[src/rtl/bp_pkg.sv]
// Shared constants and types for the dynamic branch predictor (BTB + saturating counters).
package bp_pkg;

  localparam int DEF_ENTRIES   = 16;
  localparam int DEF_TAG_BITS  = 10;
  localparam int DEF_CNT_BITS  = 2;
  localparam int DEF_PERF_BITS = 16;

  // Weakly not-taken: MSB clear, all lower bits set (e.g. 2'b01).
  function automatic int cnt_reset_val(input int width);
    return (1 << (width - 1)) - 1;
  endfunction

  // Weakly taken: only the MSB set (e.g. 2'b10). Used when a taken branch allocates a line.
  function automatic int cnt_alloc_val(input int width);
    return 1 << (width - 1);
  endfunction

  // One BTB line at the default geometry.
  typedef struct packed {
    logic                    valid;
    logic [DEF_TAG_BITS-1:0] tag;
    logic [31:0]             target;
    logic [DEF_CNT_BITS-1:0] cnt;
  } bp_line_t;

  // Result of a combinational lookup.
  typedef struct packed {
    logic        hit;
    logic        taken;
    logic [31:0] target;
  } bp_pred_t;

endpackage

[src/rtl/branch_predictor_btb_if.sv]
// Lookup/update/perf bundle between the pipeline (master) and the predictor (slave).
interface branch_predictor_btb_if #(
  parameter int PERF_BITS = 16
);
  logic                 clear_i;
  logic [31:0]          lookup_pc_i;
  logic                 pred_hit_o;
  logic                 pred_taken_o;
  logic [31:0]          pred_target_o;
  logic                 upd_valid_i;
  logic [31:0]          upd_pc_i;
  logic                 upd_taken_i;
  logic [31:0]          upd_target_i;
  logic                 upd_mispred_i;
  logic [PERF_BITS-1:0] perf_branches_o;
  logic [PERF_BITS-1:0] perf_mispred_o;

  modport master (
    output clear_i, lookup_pc_i, upd_valid_i, upd_pc_i, upd_taken_i, upd_target_i, upd_mispred_i,
    input  pred_hit_o, pred_taken_o, pred_target_o, perf_branches_o, perf_mispred_o
  );

  modport slave (
    input  clear_i, lookup_pc_i, upd_valid_i, upd_pc_i, upd_taken_i, upd_target_i, upd_mispred_i,
    output pred_hit_o, pred_taken_o, pred_target_o, perf_branches_o, perf_mispred_o
  );
endinterface

[src/rtl/sat_counter.sv]
// Saturating up/down counter with a synchronous load; used for BTB direction and perf counts.
module sat_counter #(
  parameter int               WIDTH   = 2,
  parameter logic [WIDTH-1:0] RST_VAL = '0
) (
  input  logic             clk,
  input  logic             reset,
  input  logic             inc_i,
  input  logic             dec_i,
  input  logic             load_i,
  input  logic [WIDTH-1:0] load_val_i,
  output logic [WIDTH-1:0] value_o
);

  logic [WIDTH-1:0] value_d, value_q;

  // Load wins; inc and dec together cancel; otherwise step and clamp at the ends.
  always_comb begin
    value_d = value_q;
    if (load_i) begin
      value_d = load_val_i;
    end else if (inc_i && !dec_i) begin
      if (value_q != '1) value_d = value_q + 1'b1;
    end else if (dec_i && !inc_i) begin
      if (value_q != '0) value_d = value_q - 1'b1;
    end
  end

  // Counter state register.
  always_ff @(posedge clk or posedge reset) begin
    if (reset) value_q <= RST_VAL;
    else       value_q <= value_d;
  end

  assign value_o = value_q;

endmodule

[src/rtl/branch_predictor_btb.sv]
// Direct-mapped BTB with per-line saturating direction counters and two perf counters.
// Lookup is combinational on pre-edge state; one update per cycle from branch resolution.
module branch_predictor_btb
  import bp_pkg::*;
#(
  parameter int ENTRIES   = DEF_ENTRIES,
  parameter int TAG_BITS  = DEF_TAG_BITS,
  parameter int CNT_BITS  = DEF_CNT_BITS,
  parameter int PERF_BITS = DEF_PERF_BITS
) (
  input logic                    clk,
  input logic                    reset,
  branch_predictor_btb_if.slave  bus
);

  localparam int IDX_BITS = $clog2(ENTRIES);
  localparam logic [CNT_BITS-1:0] CNT_RST   = CNT_BITS'(cnt_reset_val(CNT_BITS));
  localparam logic [CNT_BITS-1:0] CNT_ALLOC = CNT_BITS'(cnt_alloc_val(CNT_BITS));

  typedef struct packed {
    logic                valid;
    logic [TAG_BITS-1:0] tag;
    logic [31:0]         target;
  } line_t;

  line_t               line_arr [ENTRIES];
  logic [CNT_BITS-1:0] cnt_arr  [ENTRIES];

  logic [IDX_BITS-1:0] lk_idx, upd_idx;
  logic [TAG_BITS-1:0] lk_tag, upd_tag;
  line_t               lk_line, upd_line;
  logic [CNT_BITS-1:0] lk_cnt;
  logic                upd_hit, upd_en;
  bp_pred_t            pred;

  // Only the index and tag fields of the update PC matter; the rest is deliberately ignored.
  wire unused_upd_pc = ^bus.upd_pc_i;

  assign lk_idx  = bus.lookup_pc_i[IDX_BITS+1:2];
  assign lk_tag  = bus.lookup_pc_i[IDX_BITS+2 +: TAG_BITS];
  assign upd_idx = bus.upd_pc_i[IDX_BITS+1:2];
  assign upd_tag = bus.upd_pc_i[IDX_BITS+2 +: TAG_BITS];

  assign lk_line  = line_arr[lk_idx];
  assign lk_cnt   = cnt_arr[lk_idx];
  assign upd_line = line_arr[upd_idx];

  // Clear overrides any update in the same cycle.
  assign upd_en  = bus.upd_valid_i && !bus.clear_i;
  assign upd_hit = upd_line.valid && (upd_line.tag == upd_tag);

  // Combinational prediction from the current (pre-edge) table contents.
  always_comb begin
    pred.hit    = lk_line.valid && (lk_line.tag == lk_tag);
    pred.taken  = pred.hit && lk_cnt[CNT_BITS-1];
    pred.target = pred.taken ? lk_line.target : (bus.lookup_pc_i + 32'd4);
  end

  assign bus.pred_hit_o    = pred.hit;
  assign bus.pred_taken_o  = pred.taken;
  assign bus.pred_target_o = pred.target;

  for (genvar gi = 0; gi < ENTRIES; gi++) begin : g_line
    line_t               line_d, line_q;
    logic                sel;
    logic                cnt_inc, cnt_dec, cnt_load;
    logic [CNT_BITS-1:0] cnt_load_val;
    logic [CNT_BITS-1:0] cnt_val;

    assign sel = upd_en && (upd_idx == IDX_BITS'(gi));

    // Counter control: step on a hit, seed weakly-taken on allocation, restore on clear.
    always_comb begin
      cnt_inc      = sel && upd_hit && bus.upd_taken_i;
      cnt_dec      = sel && upd_hit && !bus.upd_taken_i;
      cnt_load     = bus.clear_i || (sel && !upd_hit && bus.upd_taken_i);
      cnt_load_val = bus.clear_i ? CNT_RST : CNT_ALLOC;
    end

    // Line contents: invalidate on clear, allocate on taken miss, retarget on taken hit.
    always_comb begin
      line_d = line_q;
      if (bus.clear_i) begin
        line_d.valid = 1'b0;
      end else if (sel && bus.upd_taken_i) begin
        line_d.valid  = 1'b1;
        line_d.tag    = upd_tag;
        line_d.target = bus.upd_target_i;
      end
    end

    // Line storage register.
    always_ff @(posedge clk or posedge reset) begin
      if (reset) line_q <= '0;
      else       line_q <= line_d;
    end

    sat_counter #(
      .WIDTH   (CNT_BITS),
      .RST_VAL (CNT_RST)
    ) u_cnt (
      .clk        (clk),
      .reset      (reset),
      .inc_i      (cnt_inc),
      .dec_i      (cnt_dec),
      .load_i     (cnt_load),
      .load_val_i (cnt_load_val),
      .value_o    (cnt_val)
    );

    assign line_arr[gi] = line_q;
    assign cnt_arr[gi]  = cnt_val;
  end

  // Perf counters count every resolved branch, even on a clear cycle.
  sat_counter #(
    .WIDTH   (PERF_BITS),
    .RST_VAL ('0)
  ) u_perf_branches (
    .clk        (clk),
    .reset      (reset),
    .inc_i      (bus.upd_valid_i),
    .dec_i      (1'b0),
    .load_i     (1'b0),
    .load_val_i ('0),
    .value_o    (bus.perf_branches_o)
  );

  sat_counter #(
    .WIDTH   (PERF_BITS),
    .RST_VAL ('0)
  ) u_perf_mispred (
    .clk        (clk),
    .reset      (reset),
    .inc_i      (bus.upd_valid_i && bus.upd_mispred_i),
    .dec_i      (1'b0),
    .load_i     (1'b0),
    .load_val_i ('0),
    .value_o    (bus.perf_mispred_o)
  );

endmodule

[src/flat_wrapper.sv]
// flat-port wrapper written by rule: the top's interface ports become plain ports
module branch_predictor_btb_flat import bp_pkg::*;
#(
  parameter int ENTRIES   = DEF_ENTRIES,
  parameter int TAG_BITS  = DEF_TAG_BITS,
  parameter int CNT_BITS  = DEF_CNT_BITS,
  parameter int PERF_BITS = DEF_PERF_BITS
)
  (clk, reset, bus_clear_i, bus_lookup_pc_i, bus_upd_valid_i, bus_upd_pc_i, bus_upd_taken_i, bus_upd_target_i, bus_upd_mispred_i, bus_pred_hit_o, bus_pred_taken_o, bus_pred_target_o, bus_perf_branches_o, bus_perf_mispred_o);
  branch_predictor_btb_if #(.PERF_BITS(PERF_BITS)) bus_i ();
  input logic clk;
  input logic reset;
  input wire logic [$bits(bus_i.clear_i)-1:0] bus_clear_i;
  input wire logic [$bits(bus_i.lookup_pc_i)-1:0] bus_lookup_pc_i;
  input wire logic [$bits(bus_i.upd_valid_i)-1:0] bus_upd_valid_i;
  input wire logic [$bits(bus_i.upd_pc_i)-1:0] bus_upd_pc_i;
  input wire logic [$bits(bus_i.upd_taken_i)-1:0] bus_upd_taken_i;
  input wire logic [$bits(bus_i.upd_target_i)-1:0] bus_upd_target_i;
  input wire logic [$bits(bus_i.upd_mispred_i)-1:0] bus_upd_mispred_i;
  output wire logic [$bits(bus_i.pred_hit_o)-1:0] bus_pred_hit_o;
  output wire logic [$bits(bus_i.pred_taken_o)-1:0] bus_pred_taken_o;
  output wire logic [$bits(bus_i.pred_target_o)-1:0] bus_pred_target_o;
  output wire logic [$bits(bus_i.perf_branches_o)-1:0] bus_perf_branches_o;
  output wire logic [$bits(bus_i.perf_mispred_o)-1:0] bus_perf_mispred_o;
  assign bus_i.clear_i = bus_clear_i;
  assign bus_i.lookup_pc_i = bus_lookup_pc_i;
  assign bus_i.upd_valid_i = bus_upd_valid_i;
  assign bus_i.upd_pc_i = bus_upd_pc_i;
  assign bus_i.upd_taken_i = bus_upd_taken_i;
  assign bus_i.upd_target_i = bus_upd_target_i;
  assign bus_i.upd_mispred_i = bus_upd_mispred_i;
  assign bus_pred_hit_o = bus_i.pred_hit_o;
  assign bus_pred_taken_o = bus_i.pred_taken_o;
  assign bus_pred_target_o = bus_i.pred_target_o;
  assign bus_perf_branches_o = bus_i.perf_branches_o;
  assign bus_perf_mispred_o = bus_i.perf_mispred_o;
  branch_predictor_btb #(.ENTRIES(ENTRIES), .TAG_BITS(TAG_BITS), .CNT_BITS(CNT_BITS), .PERF_BITS(PERF_BITS)) u_core (.clk(clk), .reset(reset), .bus(bus_i));
endmodule
[config.mk]
export PLATFORM = sky130hd
export DESIGN_NAME = branch_predictor_btb_flat
export DESIGN_NICKNAME = d
export VERILOG_FILES = /design/src/rtl/bp_pkg.sv /design/src/rtl/branch_predictor_btb_if.sv /design/src/rtl/sat_counter.sv /design/src/rtl/branch_predictor_btb.sv /design/src/flat_wrapper.sv
export SDC_FILE = /design/constraint.sdc
export NUM_CORES = 2
export LEC_CHECK = 0
export BUFFER_PORTS_ARGS = -buffer_cell sky130_fd_sc_hd__buf_4
export CAP_MARGIN = 40
export CELL_PAD_IN_SITES_DETAIL_PLACEMENT = 1
export CELL_PAD_IN_SITES_GLOBAL_PLACEMENT = 1
export CORE_ASPECT_RATIO = 1.4
export CORE_UTILIZATION = 45
export CTS_BUF_LIST = sky130_fd_sc_hd__clkbuf_16
export CTS_CLUSTER_SIZE = 28
export DETAILED_ROUTE_END_ITERATION = 8
export HOLD_SLACK_MARGIN = 0.02
export PLACE_DENSITY = 0.73
export SLEW_MARGIN = 0
export SYNTH_ARGS = -nofsm -noshare
export SYNTH_HDL_FRONTEND = slang
export SYNTH_SLANG_ARGS = --single-unit
[constraint.sdc]
create_clock -name clk -period 31.9 [get_ports clk]
set_input_delay 4.785 -clock clk [delete_from_list [all_inputs] [get_ports clk]]
set_output_delay 4.785 -clock clk [all_outputs]
set_load 0.05 [all_outputs]
==> reports/metrics.cfg <==
[clocking]
cts_resized=0
htree_levels=3
numCtsBuffers=77
cts_sinks=752
cts-root-buf=clkbuf_16
cts_tree=built
cts.clk_slew.worst_paths_ns=0.06
clk_latency_ns=0.63
clockBufferDepth=3
post_cts_buffers=0
hold_buffers=0

[placed_design]
placed_area_um2=39400
io_buffers=149
preCtsSetupSlack_ns=17.01
dpl.hpwl_mm=65.7
dp.cells=3543
routabilityCongestion=0.820

[floorplanning]
dieArea_um2=83100
row_count=123
dieHeight_um=341
die_w_um=244
ios=168
coreArea_um2=80800
initial_utilization_pct=45.6

[sta]
fin_ws_ns=17.15
maxSlewViolCount=0
max_slew_margin_pct=26.8
fin_tns_setup_ns=0
fin_skew_ns=0.0224
fin_crit_sh_pct=46.2
rsz0062_at_grt=false
hold_viol_final=0
period_needed_ns=14.75
finalSetupViolations=0
tightest_slew_ns=1.10
fmax_ghz=0.0678

[power]
combPwrFrac_pct=16.3
peakVddDrop_mv=0.0643
pwr-share-clk_pct=35.6
internal_power_uw=1760
sw_frac_of_total_pct=26.8
p_switching_uw=646
power_density_nw_per_um2=57.7
seqPwrFrac_pct=48.0
p_leak_uw=0.0189

[global_routing]
grt_pass1_vias=25800
grt_overflow=0
grt_use_total_pct=26.4
antenna_found_initial=4
grt_max_degree=192
grt_pass1_wl_mm=165

[logic_synthesis]
syn-mean-instance-area_um2=14.8
synth_warnings=0
syn-num-nets=2594
synth-seq-cells=752
synthesis.instances=2489
synth_edf_count=0
syn_area_um2=36900
synth_ff_type=dfrtp_1
ys_async_sr_fraction_pct=100
synth_cell_types=60
seq_area_frac_synth_pct=51.1

[routing]
drc=0
vias=22600
drt-initial-drc-count=1444
wl_per_cell_um=29.0
drtPass1Iterations=5
ant_nets=0
viasPerCell=6.15
drt-total-wl_mm=107

[worst_setup_path]
crit_arrival_ns=9.97
worstPathCellList=buf_8, buf_4, buf_4, buf_16, mux4_2, mux2i_1, mux2i_1, xnor2_1, nand4_1, nor4_4, buf_4, mux2_2, buf_4
critPathMaxFanout=63
crit_type=in2out
cp_num_buf_inv=6
critPathCaptureType=primary output
worst_setup_path_start_kind=primary input
crit_family=buffers and inverters
cp_slowest_cell=buf_4
slowest_delay_ns=0.72
cp.required_ns=27.12
cpMostUsedCell=buf_4

[layout]
area_growth_pct=13.1
drive_gt1_share_pct=49.0
final_area_um2=41700
num-fill-cells=7655
nets=2665
instances_no_fill=3678

[run]
max_cap_viol_count=0

[status]
status=finished clean

[hold_path]
hold_class=reg2reg

[routing by layer]
| layer | global-route usage [%] | part of all wire, % | vias to the layer above |
|---|---|---|---|
| met5 | 0 | 0.038 | - |
| met4 | 9.47 | 3.3 | 6 |
| met3 | 3.63 | 4.1 | 193 |
| met2 | 45.9 | 52 | 545 |
| met1 | 33.5 | 40 | 12400 |
| li1 | - | - | 9441 |
[area by class of cell]
| type | count | area [um2] | share of cell area (%) |
|---|---|---|---|
| Antenna cell | 1 | 2.50 | 0.00600 |
| Clock buffer | 79 | 1980 | 4.74 |
| Clock inverter | 55 | 353 | 0.846 |
| Inverter | 30 | 120 | 0.288 |
| Multi-Input combinational cell | 1496 | 17200 | 41.2 |
| Sequential cell | 752 | 18800 | 45.2 |
| Tap cell | 1062 | 1330 | 3.19 |
| Timing Repair Buffer | 203 | 1890 | 4.54 |
[stage by stage]
step           util [%]  hold WS, ns  total power, uW
3_3_place_gp       48.1        0.476             1520
6_report           51.6        0.501             2410
4_1_cts            51.6        0.502             2430
5_1_grt            51.6        0.515             2500
3_5_place_dp       48.7        0.487             1570
2_1_floorplan         -        0.461             1440
[power by group through the flow]
stage               Combinational [uW]  Clock, uW  Sequential [uW]
global placement                   372          0             1150
floorplan                          270          0             1170
global route                       421        913             1170
CTS                                398        878             1150
finish                             393        858             1160
detailed placement                 395          0             1170
[final timing paths]
| path | startpoint | end | slack [ns] | cells after the start |
|---|---|---|---|---|
| min in group asynchronous | reset | u_core.g_line[4].line_q[11]$_DFFE_PP0P_ | 4.33 | 2 |
| max in group asynchronous | reset | u_core.g_line[0].u_cnt.value_o[0]$_DFFE_PP1P_ | 25.60 | 6 |
| min | u_core.g_line[2].line_q[0]$_DFFE_PP0P_ | u_core.g_line[2].line_q[0]$_DFFE_PP0P_ | 0.50 | 1 |
| min reg2reg | u_core.g_line[2].line_q[0]$_DFFE_PP0P_ | u_core.g_line[2].line_q[0]$_DFFE_PP0P_ | 0.50 | 1 |
| max reg2reg | u_core.g_line[3].line_q[36]$_DFFE_PP0P_ | u_core.g_line[5].u_cnt.value_o[1]$_DFFE_PP0P_ | 28.48 | 9 |
| max | bus_lookup_pc_i[2] | bus_pred_target_o[16] | 17.15 | 13 |
[kinds of logic (layout without fill, tap and decap cells)]
kind of cell             after synthesis  after routing  synth area share [%]
AND/OR/NAND/NOR                      250            250                  3.45
XOR/XNOR                              77             77                  1.83
AO/OA/AOI/OAI                        157            157                  2.94
adder cells (fa/ha/maj)               12             12                 0.346
other                                  0              1                     0
flip-flops                           752            752                  51.1
buffers and inverters                241            367                  2.65
multiplexers                        1000           1000                  37.7
[sequential cells by signal (all words and copies together) (netlist names)]
name and count:
u_core.u_perf_mispred.value_o 16, u_core.g_line.line_q 688, u_core.u_perf_branches.value_o 16, u_core.g_line.u_cnt.value_o 32
[layout by cell type, fill, tap and decap left out, drive strengths merged, types with 9 or more instances in the layout]
| cell type | instances |
|---|---|
| clkbuf | 80 |
| mux4 | 241 |
| inv | 46 |
| dfstp | 16 |
| xor2 | 24 |
| nor2 | 56 |
| nor3 | 9 |
| nor2b | 11 |
| dfrtp | 736 |
| nand2 | 57 |
| clkinv | 30 |
| xnor2 | 53 |
| nand3 | 42 |
| maj3 | 9 |
| mux2 | 696 |
| mux2i | 63 |
| nand4 | 17 |
| o21ai | 46 |
| a21o | 16 |
| buf | 202 |
| and3 | 18 |
| a21oi | 17 |
| a22oi | 16 |
[synthesized netlist by cell type, types with 16 or more instances]
cell / n / share of area [%]
dfrtp_1: 736 / 50
nand2_1: 57 / 0.58
dfstp_2: 16 / 1.1
o21ai_0: 46 / 0.62
buf_1: 29 / 0.30
clkbuf_1: 147 / 1.5
a21oi_1: 17 / 0.23
mux2i_1: 63 / 1.7
inv_1: 29 / 0.30
mux4_2: 241 / 15
xnor2_1: 53 / 1.3
buf_2: 28 / 0.38
nor2_1: 56 / 0.57
xor2_1: 24 / 0.57
and3_1: 18 / 0.31
a21o_1: 16 / 0.33
nand4_1: 17 / 0.29
a22oi_1: 16 / 0.33
nand3_1: 42 / 0.57
mux2_2: 693 / 21
(Power assumes the default switching activity.)
